File: src/rtl/pipeline_ctrl.sv
module pipeline_ctrl #(
  parameter int unsigned FLUSH_CYCLES = 1,
  parameter int unsigned CNT_W        = 32
) (
  input  logic             clk,
  input  logic             reset,
  input  logic [4:0]       id_rn,
  input  logic [4:0]       id_rm,
  input  logic             id_uses_rn,
  input  logic             id_uses_rm,
  input  logic             ex_mem_read,
  input  logic [4:0]       ex_rd,
  input  logic             br_taken,
  input  logic [63:0]      br_target,
  input  logic             mem_busy,
  output logic             addr_sel,
  output logic [63:0]      target_out,
  output logic             flush,
  output logic             pc_hold,
  output logic             ifid_hold,
  output logic             id_bubble,
  output logic             pipe_hold,
  output logic [CNT_W-1:0] stall_cnt,
  output logic [CNT_W-1:0] redirect_cnt
);

  typedef enum logic [1:0] {
    RUN      = 2'd0,
    LU_STALL = 2'd1,
    FLUSHING = 2'd2,
    MEM_WAIT = 2'd3
  } state_t;

  state_t            state, state_nx;
  logic [1:0]        fcnt, fcnt_nx;
  logic              pend_valid, pend_valid_nx;
  logic [63:0]       pend_addr, pend_addr_nx;
  logic [63:0]       tgt_q;
  logic [CNT_W-1:0]  stall_q, redir_q;
  logic              stall_inc, redir_inc;

  logic              lu, br_eff;
  logic [63:0]       tgt;
  logic              a_sel, fl, fe_hold, bub, p_hold;

  assign lu = ex_mem_read && (ex_rd != 5'd31) &&
              ((id_uses_rn && (id_rn == ex_rd)) ||
               (id_uses_rm && (id_rm == ex_rd)));
  assign br_eff = br_taken || pend_valid;
  assign tgt    = pend_valid ? pend_addr : br_target;

  always_comb begin
    state_nx      = state;
    fcnt_nx       = fcnt;
    pend_valid_nx = pend_valid;
    pend_addr_nx  = pend_addr;
    a_sel         = 1'b0;
    fl            = 1'b0;
    fe_hold       = 1'b0;
    bub           = 1'b0;
    p_hold        = 1'b0;
    stall_inc     = 1'b0;
    redir_inc     = 1'b0;

    if (mem_busy) begin
      // fcnt is left untouched so an interrupted flush resumes after the wait
      fe_hold   = 1'b1;
      p_hold    = 1'b1;
      stall_inc = 1'b1;
      state_nx  = MEM_WAIT;
      if (br_taken && !pend_valid) begin
        pend_valid_nx = 1'b1;
        pend_addr_nx  = br_target;
      end
    end else if (br_eff) begin
      a_sel         = 1'b1;
      fl            = 1'b1;
      redir_inc     = 1'b1;
      pend_valid_nx = 1'b0;
      fcnt_nx       = 2'(FLUSH_CYCLES);
      state_nx      = (FLUSH_CYCLES > 0) ? FLUSHING : RUN;
    end else begin
      case (state)
        RUN: begin
          if (lu) begin
            fe_hold   = 1'b1;
            bub       = 1'b1;
            stall_inc = 1'b1;
            state_nx  = LU_STALL;
          end
        end
        LU_STALL: state_nx = RUN;
        FLUSHING: begin
          fl = 1'b1;
          if (fcnt <= 2'd1) begin
            fcnt_nx  = 2'd0;
            state_nx = RUN;
          end else begin
            fcnt_nx = fcnt - 2'd1;
          end
        end
        MEM_WAIT: state_nx = (fcnt != 2'd0) ? FLUSHING : RUN;
        default:  state_nx = RUN;
      endcase
    end
  end

  always_ff @(posedge clk) begin
    if (!reset) begin
      state      <= RUN;
      fcnt       <= '0;
      pend_valid <= 1'b0;
      pend_addr  <= '0;
      tgt_q      <= '0;
      stall_q    <= '0;
      redir_q    <= '0;
    end else begin
      state      <= state_nx;
      fcnt       <= fcnt_nx;
      pend_valid <= pend_valid_nx;
      pend_addr  <= pend_addr_nx;
      if (a_sel)     tgt_q   <= tgt;
      if (stall_inc) stall_q <= stall_q + CNT_W'(1);
      if (redir_inc) redir_q <= redir_q + CNT_W'(1);
    end
  end

  // All outputs are forced low while reset is asserted, before the reset edge lands
  assign addr_sel     = reset & a_sel;
  assign flush        = reset & fl;
  assign pc_hold      = reset & fe_hold;
  assign ifid_hold    = reset & fe_hold;
  assign id_bubble    = reset & bub;
  assign pipe_hold    = reset & p_hold;
  assign target_out   = !reset ? '0 : (a_sel ? tgt : tgt_q);
  assign stall_cnt    = reset ? stall_q : '0;
  assign redirect_cnt = reset ? redir_q : '0;

endmodule

File: config.mk
export PLATFORM = sky130hd
export DESIGN_NAME = pipeline_ctrl
export DESIGN_NICKNAME = d
export VERILOG_FILES = /design/src/rtl/pipeline_ctrl.sv
export SDC_FILE = /design/constraint.sdc
export NUM_CORES = 1
export LEC_CHECK = 0
export ABC_AREA = 1
export CORE_ASPECT_RATIO = 0.5
export CORE_MARGIN = 5
export CORE_UTILIZATION = 62
export CTS_CLUSTER_SIZE = 40
export DETAILED_ROUTE_END_ITERATION = 6
export DONT_BUFFER_PORTS = 1
export HOLD_SLACK_MARGIN = 0.02
export PLACE_DENSITY = 0.77
export SYNTH_ARGS = -nofsm -noshare
export SYNTH_HDL_FRONTEND = slang
export SYNTH_SLANG_ARGS = --single-unit
File: constraint.sdc
create_clock -name clk -period 2.6 [get_ports clk]
set_input_delay 0.65 -clock clk [delete_from_list [all_inputs] [get_ports clk]]
set_output_delay 0.65 -clock clk [all_outputs]
set_load 0.01 [all_outputs]
==> results.tsv <==
metric	value	unit
max-cap-violations	0	
grt_max_degree	206	
coreArea	15410	um2
buffer_ports.inserted	0	
wl	25.35	mm
grt_usage	0.2639	
clk_latency	450	ps
syn_area	9733	um2
mostFrequentLayoutCells	nand2_1, nor2_1, dfxtp_1	
routedWlPerCell	15.25	um
p_total	6.389	mW
critPathMaxFanout	79	
io_pins	220	
yosys_warnings	0	
cts_sinks	197	
die_x	187.2	um
leakage	4.493	nW
dpl.cell_count	1630	
status	complete, no violations	
cts_max_level	4	
skew	17.30	ps
cts_setup_buffers	0	
period_minus_slack	2552	ps
clk_pin_slew	90	ps
final_common_cell	nand2_1	
n_antenna_cell	0	
min_path_type	in -> reg	
detail-route-antenna-nets	0	
dp_slack	206.4	ps
cellPowerDensity	611.3	nW/um2
critPathLaunchType	flop	
critical-path-max-stage-delay	360	ps
cts_tree	yes	
synth_cells	1492	
arrival	1900	ps
synth_area_per_cell	6.524	um2
die_area	18460	um2
required	1950	ps
crit_path_end_kind	output pin	
ys_ff_latch	197	
drt_iter0_markers	703	
nets	1533	
final_cells	1662	
drv_slew	0	
cts_buffers	17	
rsz0062_at_grt	yes	
path_class	reg -> out	
finalHoldViolCount	0	
slowest_stage	dfxtp_2	
worstPathCellList	inv_2 > nand2_2 > nand2_4 > clkinv_2 > buf_16 > o21ai_0 > a31oi_1	
antenna_found_initial	0	
fin_ws	48.23	ps
vias	9352	
fmax	0.3919	GHz
die_h	98.60	um
grt_remaining_overflow	0	
initial_core_util	0.6314	
synth-seq-area-share	0.4052	
viasPerCell	5.627	
relSlewSlack	0.6260	
rows	32	
drcViolationCount	0	
worst-r2r-setup-slack	670	ps
cts_root_buffer	clkbuf_16	
setup_viol	0	
utilization	0.6780	
place.gp.congestion	0.9950	
ir_worst_vdd	0.4539	mV
fin_crit_sh	0.9814	
synth_fp_nets	1580	
grt_pass1_vias	8723	
synth_cell_type_count	36	
area_growth	7.379	%
whs	335.8	ps
hold_buffers	0	
place_hpwl	17.07	mm
grt_pass1_wl	41.30	mm
clock_path_buffers	2	
dr.pass1.iters	5	
worstMarginPinSlew	561.1	ps
cts_resized	1	
drive_above_1_share	0.06996	
[layer usage]
metal  vias up  GRT usage  part of all wire
li1       4665          -                 -
met1      4244     0.3255              0.41
met2       382     0.4431              0.47
met3        61    0.07820             0.091
met4         0    0.09710             0.028
met5         -          0                 0
[flip-flops by register name, summed over array words and instances, names as in the netlist]
| register | cells |
|---|---|
| state | 2 |
| redir_q | 32 |
| pend_valid | 1 |
| tgt_q | 64 |
| pend_addr | 64 |
| stall_q | 32 |
| fcnt | 2 |
[cells by family after synthesis]
family,synth area share
flip-flops,0.4052
XOR/XNOR,0.01710
buffers and inverters,0.09281
adder cells (fa/ha/maj),0.002571
AO/OA/AOI/OAI,0.1472
AND/OR/NAND/NOR,0.3351
[stage by stage]
| stage | instance area [um2] | setup TNS (ps) |
|---|---|---|
| after floorplan | 9733 | 0 |
| after global placement | 9807 | 0 |
| after detailed placement | 9807 | 0 |
| after CTS | 10400 | 0 |
| after global routing | 10450 | -643.5 |
| final | 10450 | 0 |
[power breakdown]
group | internal, mW | total, mW | leakage (nW) | switching, mW
logic | 0.151 | 0.507 | 2.59 | 0.356
registers | 3.17 | 3.23 | 1.61 | 0.0618
clock network | 1.30 | 2.65 | 0.287 | 1.36
total | 4.62 | 6.39 | 4.49 | 1.77
[worst max-delay path: cells and delay by family, from the launching register on]
family          cells  cell delay (ps)
buf+inv             3              410
simple gates        2              170
flops               1              360
compound gates      2              480
[synth_stat cells (all sizes together)]
cell	number	share of area
nand2	446	0.17
nor2	224	0.091
dfxtp	197	0.41
inv	148	0.057
o21ai	135	0.069
a31oi	66	0.042
nand3	60	0.033
clkbuf	54	0.021
a21oi	51	0.027
nor3	33	0.023
buf	28	0.015
xor2	17	0.015
nand3b	11	0.0085
nand4	5	0.0032
a211oi	2	0.0015
ha	2	0.0026
nor4	2	0.0013
o21a	2	0.0015
o21bai	2	0.0015
xnor2	2	0.0018
a2111oi	1	0.00090
a22oi	1	0.00077
a32oi	1	0.00090
o22ai	1	0.00064
o41ai	1	0.00090
[final timing paths]
path	end	from	depth (start not counted)
max	target_out[36]	pend_valid	7
min	pend_addr[47]	br_target[47]	2
max reg2reg	stall_q[16]	stall_q[0]	8
min reg2reg	redir_q[31]	redir_q[31]	2
[cell type report]
class	count	area [um2]
inverters	148	556.8
multi-input cells	1065	4936
well taps	204	255.2
clock buffers	18	429.2
fillers	1373	4964
clock inverters	14	156.4
repair buffers	16	172.7
flip-flops and latches	197	3945
Note: power is estimated with default switching activity, not from simulation.
